<file path="config.mk">
export PLATFORM = sky130hd
export DESIGN_NAME = br_resolve_unit
export DESIGN_NICKNAME = d
export VERILOG_FILES = /design/src/rtl/br_resolve_unit.sv
export SDC_FILE = /design/constraint.sdc
export NUM_CORES = 1
export LEC_CHECK = 0
export CAP_MARGIN = 20
export CORE_ASPECT_RATIO = 0.5
export CORE_MARGIN = 5
export CORE_UTILIZATION = 25
export CTS_CLUSTER_SIZE = 28
export DETAILED_ROUTE_END_ITERATION = 10
export GPL_TIMING_DRIVEN = 0
export PLACE_DENSITY_LB_ADDON = 0.3
export REMOVE_ABC_BUFFERS = 1
export SYNTH_ARGS = -nofsm -noshare
export SYNTH_HDL_FRONTEND = slang
export SYNTH_SLANG_ARGS = --single-unit
</file>
<file path="constraint.sdc">
create_clock -name i_clk -period 6.5 [get_ports i_clk]
set_input_delay 1.95 -clock i_clk [delete_from_list [all_inputs] [get_ports i_clk]]
set_output_delay 1.95 -clock i_clk [all_outputs]
set_load 0.03 [all_outputs]
</file>
<file path="src/rtl/br_resolve_unit.sv">
// ----------------------------------------------------------------------------
// br_resolve_unit
//   Producer side of the branch-predictor update path. Each fetched branch
//   pushes its prediction into an in-order in-flight FIFO. When the BRU
//   resolves the oldest branch, the head entry is popped and compared with the
//   actual outcome. The unit then drives a registered update pulse toward the
//   predictor and, on a mispredict, a registered redirect pulse.
//
// Ports
//   i_clk, i_rst           clock / async active-high reset
//   i_fetch_*              push side (pc, predicted dir, predicted target)
//   o_fetch_ready          FIFO not full
//   i_res_*                resolve side (pc, actual dir, actual target)
//   i_flush                external flush, discards every in-flight entry
//   o_update_*             one-cycle predictor update, registered
//   o_redirect[_pc]        one-cycle mispredict redirect, registered
//   o_pc_mismatch          sticky: resolve pc disagreed with head pc
//   o_br_cnt/o_mispred_cnt saturating performance counters
// ----------------------------------------------------------------------------
module br_resolve_unit #(
   parameter int DEPTH = 8,
   parameter int CNT_W = 32
) (
   input  logic             i_clk,
   input  logic             i_rst,
   input  logic             i_fetch_valid,
   input  logic [31:0]      i_fetch_pc,
   input  logic             i_fetch_prd_taken,
   input  logic [31:0]      i_fetch_prd_target,
   output logic             o_fetch_ready,
   input  logic             i_res_valid,
   input  logic [31:0]      i_res_pc,
   input  logic             i_res_taken,
   input  logic [31:0]      i_res_target,
   input  logic             i_flush,
   output logic             o_update_en,
   output logic             o_update_valid,
   output logic             o_update_taken,
   output logic             o_update_already_prd,
   output logic [31:0]      o_update_pc,
   output logic [31:0]      o_update_target,
   output logic             o_redirect,
   output logic [31:0]      o_redirect_pc,
   output logic             o_pc_mismatch,
   output logic [CNT_W-1:0] o_br_cnt,
   output logic [CNT_W-1:0] o_mispred_cnt
);

   localparam int AW = $clog2(DEPTH);

   // entry storage
   logic [31:0] pc_mem  [DEPTH];
   logic        prd_mem [DEPTH];
   logic [31:0] tgt_mem [DEPTH];

   // pointers carry one extra wrap bit to tell full from empty
   logic [AW:0] wr_ptr_q, wr_ptr_d;
   logic [AW:0] rd_ptr_q, rd_ptr_d;

   logic        full, empty, push, pop;
   logic [31:0] head_pc, head_tgt;
   logic        head_prd;
   logic        mispred, clear, pc_mis;
   logic [31:0] correct_pc;

   // output registers
   logic             upd_en_q, upd_taken_q, upd_prd_q;
   logic [31:0]      upd_pc_q, upd_tgt_q;
   logic             redir_q;
   logic [31:0]      redir_pc_q;
   logic             pc_mis_q;
   logic [CNT_W-1:0] br_cnt_q, br_cnt_d;
   logic [CNT_W-1:0] mis_cnt_q, mis_cnt_d;

   assign empty = (wr_ptr_q == rd_ptr_q);
   assign full  = (wr_ptr_q[AW] != rd_ptr_q[AW]) &&
                  (wr_ptr_q[AW-1:0] == rd_ptr_q[AW-1:0]);

   assign push = i_fetch_valid & ~full;
   assign pop  = i_res_valid;

   // An empty-FIFO resolve compares against a "predicted not-taken" fallback
   always_comb begin
      head_pc  = i_res_pc;
      head_prd = 1'b0;
      head_tgt = 32'd0;
      if (!empty) begin
         head_pc  = pc_mem[rd_ptr_q[AW-1:0]];
         head_prd = prd_mem[rd_ptr_q[AW-1:0]];
         head_tgt = tgt_mem[rd_ptr_q[AW-1:0]];
      end
   end

   assign mispred    = pop & ((i_res_taken != head_prd) |
                              (i_res_taken & head_prd & (i_res_target != head_tgt)));
   assign correct_pc = i_res_taken ? i_res_target : (i_res_pc + 32'd4);
   assign pc_mis     = pop & ~empty & (i_res_pc != head_pc);

   // A mispredict makes every younger entry wrong-path, so it clears the FIFO
   // just like an external flush; a same-cycle push is dropped either way.
   assign clear = i_flush | mispred;

   always_comb begin
      wr_ptr_d = wr_ptr_q;
      rd_ptr_d = rd_ptr_q;
      if (clear) begin
         wr_ptr_d = '0;
         rd_ptr_d = '0;
      end else begin
         if (push)
            wr_ptr_d = wr_ptr_q + 1'b1;
         // empty pop uses the fallback head and leaves rd untouched, so a
         // simultaneous push on empty survives
         if (pop && !empty)
            rd_ptr_d = rd_ptr_q + 1'b1;
      end
   end

   always_comb begin
      br_cnt_d  = br_cnt_q;
      mis_cnt_d = mis_cnt_q;
      if (pop && (br_cnt_q != {CNT_W{1'b1}}))
         br_cnt_d = br_cnt_q + 1'b1;
      if (mispred && (mis_cnt_q != {CNT_W{1'b1}}))
         mis_cnt_d = mis_cnt_q + 1'b1;
   end

   // storage needs no reset: occupancy is defined by the pointers alone
   always_ff @(posedge i_clk) begin
      if (push && !clear) begin
         pc_mem[wr_ptr_q[AW-1:0]]  <= i_fetch_pc;
         prd_mem[wr_ptr_q[AW-1:0]] <= i_fetch_prd_taken;
         tgt_mem[wr_ptr_q[AW-1:0]] <= i_fetch_prd_target;
      end
   end

   always_ff @(posedge i_clk or posedge i_rst) begin
      if (i_rst) begin
         wr_ptr_q    <= '0;
         rd_ptr_q    <= '0;
         upd_en_q    <= 1'b0;
         upd_taken_q <= 1'b0;
         upd_prd_q   <= 1'b0;
         upd_pc_q    <= 32'd0;
         upd_tgt_q   <= 32'd0;
         redir_q     <= 1'b0;
         redir_pc_q  <= 32'd0;
         pc_mis_q    <= 1'b0;
         br_cnt_q    <= '0;
         mis_cnt_q   <= '0;
      end else begin
         wr_ptr_q  <= wr_ptr_d;
         rd_ptr_q  <= rd_ptr_d;
         br_cnt_q  <= br_cnt_d;
         mis_cnt_q <= mis_cnt_d;
         upd_en_q  <= pop;
         redir_q   <= mispred;
         if (pop) begin
            upd_taken_q <= i_res_taken;
            upd_prd_q   <= head_prd;
            upd_pc_q    <= i_res_pc;
            upd_tgt_q   <= i_res_target;
         end
         if (mispred)
            redir_pc_q <= correct_pc;
         if (pc_mis)
            pc_mis_q <= 1'b1;
      end
   end

   assign o_fetch_ready        = ~full;
   assign o_update_en          = upd_en_q;
   assign o_update_valid       = upd_en_q;
   assign o_update_taken       = upd_taken_q;
   assign o_update_already_prd = upd_prd_q;
   assign o_update_pc          = upd_pc_q;
   assign o_update_target      = upd_tgt_q;
   assign o_redirect           = redir_q;
   assign o_redirect_pc        = redir_pc_q;
   assign o_pc_mismatch        = pc_mis_q;
   assign o_br_cnt             = br_cnt_q;
   assign o_mispred_cnt        = mis_cnt_q;

endmodule

</file>
==> flow_summary.yaml, run 1 <==
yosys:
  synth-main-ff-cell: "edfxtp_1"
  syn_avg_cell_area_um2: 17.4
  yosysUniqueCellTypes: 56
  ys_async_sr_fraction_pct: 25.0
  ys_seq_elements: 693
  synthCells: 1643
  synth_area_mm2: 0.0285
  synth_edf_count: 520
  yosysWarnings: 0
  synth-seq-area-share_pct: 69.9
critical_path:
  crit_type: "register to register"
  cp_common_cell: "buf_8"
  crit_path_top_delay_cell: "dfrtp_4"
  startpoint_type: "register"
  critPathCaptureType: "register"
  cp.arrival_ns: 6.54
  path_max_fanout: 51
  critPathMaxStageDelay_ns: 0.75
  crit_chain: "buf_16, buf_16, xor2_1, nor4_4, buf_6, buf_8, a21oi_1, o32ai_1, o22ai_1, a221oi_1, a41oi_2, a21oi_4, buf_16, nand2b_1, or3_4, nor3b_4, buf_8, buf_8, buf_8"
  cp.required_ns: 6.85
clocking:
  root_buffer: "clkbuf_16"
  cts_tree: "yes"
  clock-sinks: 693
  clockBufferDepth: 3
  h-tree-depth: 3
  clk_pin_slew_ns: 0.06
  cts_hold_buffers: 0
  cts_buffers: 72
  clock_latency_ns: 0.66
power_and_ir_drop:
  switching_power_mw: 2.94
  clkPwrFrac_pct: 37.5
  seqPwrFrac_pct: 46.7
  p_total_mw: 11.0
  vdd_drop_max_mv: 0.215
  power.density_mw_per_mm2: 301
  comb_power_share_pct: 15.7
  leakage_nw: 11.9
  p_int_mw: 8.01
  p_sw_share_pct: 26.9
route:
  wl_per_cell_um: 22.2
  first_pass_iters: 4
  drc: 0
  vias: 15800
  routed_via_density: 4.44
  ant_nets: 0
  drtIter0Drc: 875
  drt_wl_total_um: 79000
sta:
  rsz0062_at_grt: "no"
  slew_headroom_pct: 39.2
  finalSetupViolCount: 0
  max_freq_mhz: 161
  post-route-min-period_ns: 6.20
  hold_viol_final: 0
  worst_slack_ns: 0.302
  slew_viol_final: 0
  fin_skew_ns: 0.0510
  fin_tns_setup_ns: 0
  tightestPinTransition_ns: 0.905
  holdWs_ns: 0.476
  period_share_pct: 95.3
floorplanning:
  die-area_mm2: 0.121
  dieHeight_um: 249
  die_w_um: 488
  num_rows: 87
  ioPinCount: 302
  core_area_mm2: 0.113
  start_util_pct: 25.3
placed_design:
  placed_cell_area_mm2: 0.0340
  dp_hpwl_um: 54500
  port_buffers: 301
  place_congestion: 0.732
  post-place-ws_ns: -0.826
layout:
  final_cell_area_mm2: 0.0364
  area_delta_synth_final_pct: 27.5
  final_nets: 2128
  drive_gt1_share_pct: 19.0
min_path:
  holdCritPathClass: "register to register"
flow_run:
  maxCapViolations: 0
global_route:
  grt_max_degree: 91
  grt_remaining_overflow: 0
  grt_pass1_vias: 16500
  grt_pass1_wl_um: 116000
  track_usage_pct: 12.8
  antenna_found_initial: 10
outcome:
  run_status: "finished, final reports clean"
[cell usage after synthesis, drive strengths merged, types with 3 or more instances]
library cell / n / area, µm²
edfxtp: 520 / 15600
nand2: 80 / 300
xnor2: 62 / 543
o22ai: 4 / 25.0
nor2b: 10 / 62.6
clkbuf: 33 / 124
a221oi: 6 / 65.1
or3: 6 / 42.5
mux4: 128 / 2880
nand2b: 7 / 43.8
buf: 44 / 260
nor4b: 9 / 97.6
nand4: 33 / 206
and3: 18 / 113
inv: 10 / 37.5
xor2: 82 / 718
o32ai: 6 / 52.6
nor3: 17 / 90.1
nor3b: 3 / 32.5
nor4: 14 / 103
dfrtp: 173 / 4330
mux2i: 62 / 628
mux2: 83 / 935
ha: 6 / 75.1
o21ai: 48 / 240
or2: 3 / 18.8
and4: 4 / 35.0
nor2: 68 / 255
a21oi: 41 / 216
nand3: 46 / 230
[through the flow]
step,utilization [%],cells
after global routing,32.2,3559
after detailed placement,30.1,3421
after floorplan,-,1566
final,32.2,3559
after CTS,32.2,3557
after global placement,29.3,3380
[repair_timing]
| item | 4_1_cts | 5_1_grt |
|---|---|---|
| resized for setup | 1 | 0 |
| setup endpoints to repair | 367 | 0 |
| endpoints found under the hold margin | 0 | 0 |
| buffers inserted | 5 | 0 |
[power by group through the flow]
stage          Combinational (mW)  Sequential, mW  Clock [mW]
3_3_place_gp                 1.69            5.28           0
2_1_floorplan               0.598            5.55           0
6_report                     1.72            5.12        4.11
3_5_place_dp                 1.75            5.21           0
5_1_grt                      1.83            5.15        4.42
4_1_cts                      1.76            5.12        4.23
[worst max-delay path: cells and delay by family (launching register included)]
family / cells / cell delay, ns
compound gates: 6 / 1.45
buf+inv: 8 / 1.84
simple gates: 4 / 1.61
xor+xnor: 1 / 0.19
flops: 1 / 0.75
[final cells by class]
class	instances	area, µm²
repair buffers	347	3960
fillers	11000	76600
clock inverters	34	364
multi-input cells	863	8230
clock buffers	97	1950
flip-flops and latches	693	20000
inverters	10	45.0
diodes	2	5.00
well taps	1513	1890
[kinds of logic after synthesis]
family                     after synthesis  share of synthesized area, %
AOI/OAI and AO/OA                      113                          2.41
xor gates and xnor gates               144                          4.42
adders and majority gates                6                         0.263
buffers and inverters                   87                          1.48
DFF                                    693                          69.9
muxes                                  273                          15.6
and+or+nand+nor                        327                          5.98
[layout by cell type, fill, tap and decap left out, drive strengths merged, types with 4 or more instances in the layout]
| master | n |
|---|---|
| buf | 48 |
| o32ai | 6 |
| xnor2 | 62 |
| mux2 | 83 |
| clkbuf | 97 |
| ha | 6 |
| dfrtp | 173 |
| a21oi | 41 |
| nor2b | 10 |
| mux2i | 62 |
| nor4b | 9 |
| nor2 | 68 |
| clkdlybuf4s50 | 299 |
| and3 | 18 |
| a221oi | 6 |
| edfxtp | 520 |
| nand2 | 80 |
| nand2b | 7 |
| nand3 | 46 |
| o22ai | 4 |
| xor2 | 82 |
| nand4 | 33 |
| bufinv | 4 |
| mux4 | 128 |
| o21ai | 48 |
| nor3 | 17 |
| inv | 14 |
| or3 | 6 |
| clkinv | 24 |
| and4 | 4 |
| nor4 | 14 |
[path summary, 6_finish.rpt]
path                                               startpoint                        endpoint  slack, ns  cells after the start
worst min-delay path            o_redirect_pc[13]$_DFFE_PP0P_   o_redirect_pc[13]$_DFFE_PP0P_       0.48                      2
min in group asynchronous                               i_rst         o_br_cnt[8]$_DFFE_PP0P_       1.75                      2
worst max register to register        rd_ptr_q[1]$_DFFE_PP0P_         pc_mem[1][19]$_DFFE_PP_       0.30                     19
worst min register to register  o_redirect_pc[13]$_DFFE_PP0P_   o_redirect_pc[13]$_DFFE_PP0P_       0.48                      2
worst max-delay path                  rd_ptr_q[1]$_DFFE_PP0P_         pc_mem[1][19]$_DFFE_PP_       0.30                     19
max in group asynchronous                               i_rst  o_update_target[4]$_DFFE_PP0P_       3.78                      3
[flip-flops by register name, summed over array words and instances, names as in the netlist, 8 cells and up]
register / flops
o_mispred_cnt: 32
o_br_cnt: 32
prd_mem: 8
pc_mem: 256
o_update_target: 32
o_update_pc: 32
tgt_mem: 256
o_redirect_pc: 32
[per-layer routing]
layer	track usage (%)	share of wire, %
met1	15.1	40
met2	24.0	54
met3	2.46	3.3
met4	3.11	2.2
met5	0	0.078
(Power assumes the default switching activity.)
==> inputs of run 2 (changes only) <==
--- a/config.mk
+++ b/config.mk
@@ -11,7 +11,6 @@
 export CORE_UTILIZATION = 25
 export CTS_CLUSTER_SIZE = 28
 export DETAILED_ROUTE_END_ITERATION = 10
-export GPL_TIMING_DRIVEN = 0
 export PLACE_DENSITY_LB_ADDON = 0.3
 export REMOVE_ABC_BUFFERS = 1
 export SYNTH_ARGS = -nofsm -noshare
==> run 2 against run 1 <==
Sequential power is essentially flat. Critical path depth shrank 7. Critical endpoint is now o_mispred_cnt[31]$_DFFE_PP0P_. First-iteration DRC count grew 43%. Combinational power is essentially flat. Core utilization shrank 0.30 points. Count of clock-buffer cells in the layout shrank 12. Die area is the same. Global-route usage grew 0.22 points.
==> flow_summary.yaml, run 2 (synthesis gave the netlist of run 1 again) <==
route:
  drc: 0
  ant_nets: 0
  first_pass_iters: 5
  drtIter0Drc: 1249
  routed_via_density: 4.44
  vias: 15800
  wl_per_cell_um: 22.7
  drt_wl_total_um: 80800
global_route:
  grt_pass1_vias: 16300
  antenna_found_initial: 11
  grt_remaining_overflow: 0
  grt_max_degree: 95
  grt_pass1_wl_um: 118000
  track_usage_pct: 13.0
clocking:
  cts_tree: "yes"
  root_buffer: "clkbuf_16"
  clockBufferDepth: 3
  cts_resized: 0
  clock-sinks: 693
  cts_hold_buffers: 0
  h-tree-depth: 3
  post-cts-setup-buffers: 0
  clock_latency_ns: 0.64
  cts_buffers: 72
  clk_pin_slew_ns: 0.07
critical_path:
  startpoint_type: "primary input"
  crit_type: "primary input to register"
  cp.arrival_ns: 5.77
  critPathCaptureType: "register"
  cp.required_ns: 7.01
  path_max_fanout: 67
sta:
  rsz0062_at_grt: "no"
  fin_tns_setup_ns: 0
  hold_viol_final: 0
  post-route-min-period_ns: 5.26
  max_freq_mhz: 190
  fin_skew_ns: 0.0267
  tightestPinTransition_ns: 0.940
  period_share_pct: 80.9
  finalSetupViolCount: 0
  slew_headroom_pct: 36.9
  slew_viol_final: 0
placed_design:
  placed_cell_area_mm2: 0.0337
  dp_hpwl_um: 54100
  place_congestion: 0.749
  port_buffers: 301
power_and_ir_drop:
  leakage_nw: 11.8
  p_total_mw: 11.0
  vdd_drop_max_mv: 0.156
  power.density_mw_per_mm2: 305
layout:
  fin_util_pct: 31.9
  final_common_cell: "edfxtp_1"
  final_cell_area_mm2: 0.0361
  drive_gt1_share_pct: 19.2
  final_nets: 2129
  area_delta_synth_final_pct: 26.3
  mostFrequentLayoutCells: "edfxtp_1, clkdlybuf4s50_1, dfrtp_1"
flow_run:
  maxCapViolations: 0
floorplanning:
  die_w_um: 488
  start_util_pct: 25.3
  ioPinCount: 302
  die-area_mm2: 0.121
  num_rows: 87
  dieHeight_um: 249
  core_area_mm2: 0.113
min_path:
  holdCritPathClass: "register to register"
outcome:
  run_status: "finished, final reports clean"
run 2: cell type report:
| type | instances | area [µm²] |
|---|---|---|
| Multi-Input combinational cell | 863 | 8220 |
| Sequential cell | 693 | 20000 |
| Inverter | 10 | 45.0 |
| Tap cell | 1513 | 1890 |
| Fill cell | 11100 | 76900 |
| Clock buffer | 85 | 1860 |
| Antenna cell | 5 | 12.5 |
| Clock inverter | 46 | 490 |
| Timing Repair Buffer | 348 | 3570 |
run 2: layer usage:
metal,routed length [µm],vias to the layer above,track usage (%),part of all wire [%]
met5,76,-,0,0.094
met4,1740,12,3.41,2.2
met3,3430,97,2.76,4.2
met2,42100,277,23.2,52
met1,33400,8336,16.1,41
li1,-,7104,-,-
run 2: report_power, final:
group	internal [mW]	leakage, nW	total [mW]	switching, mW
logic	0.703	3.82	1.69	0.984
registers	4.97	6.85	5.12	0.149
clock network	2.39	1.15	4.18	1.79
total	8.07	11.8	11.0	2.92
run 2: worst paths after layout:
path | slack (ns) | end | from | cells after the start
min in group asynchronous | 1.77 | o_br_cnt[7]$_DFFE_PP0P_ | i_rst | 2
max reg2reg | 1.30 | o_mispred_cnt[31]$_DFFE_PP0P_ | rd_ptr_q[0]$_DFFE_PP0P_ | 12
min | 0.47 | o_pc_mismatch$_DFFE_PP0P_ | o_pc_mismatch$_DFFE_PP0P_ | 1
max | 1.24 | o_mispred_cnt[31]$_DFFE_PP0P_ | i_res_target[20] | 12
max in group asynchronous | 3.66 | o_mispred_cnt[21]$_DFFE_PP0P_ | i_rst | 3
min reg2reg | 0.47 | o_pc_mismatch$_DFFE_PP0P_ | o_pc_mismatch$_DFFE_PP0P_ | 1
run 2: stage by stage:
| stage | hold slack [ns] | cells | setup WS (ns) |
|---|---|---|---|
| floorplan | 0.524 | 1566 | -5.78 |
| global placement | 0.457 | 3427 | 0.627 |
| detailed placement | 0.453 | 3427 | 0.604 |
| CTS | 0.468 | 3558 | 1.24 |
| global route | 0.471 | 3562 | 1.04 |
| finish | 0.473 | 3563 | 1.24 |
run 2: critical path: stages:
cell	delay, ns
clkdlybuf4s50_1	0.58
inv_1	0.07
or4b_1	0.49
o32ai_1	0.15
o22ai_1	0.22
a221oi_2	0.33
a41oi_2	0.19
a21oi_4	0.17
buf_4	0.60
a41o_1	0.64
nor4_1	0.16
xor2_1	0.18
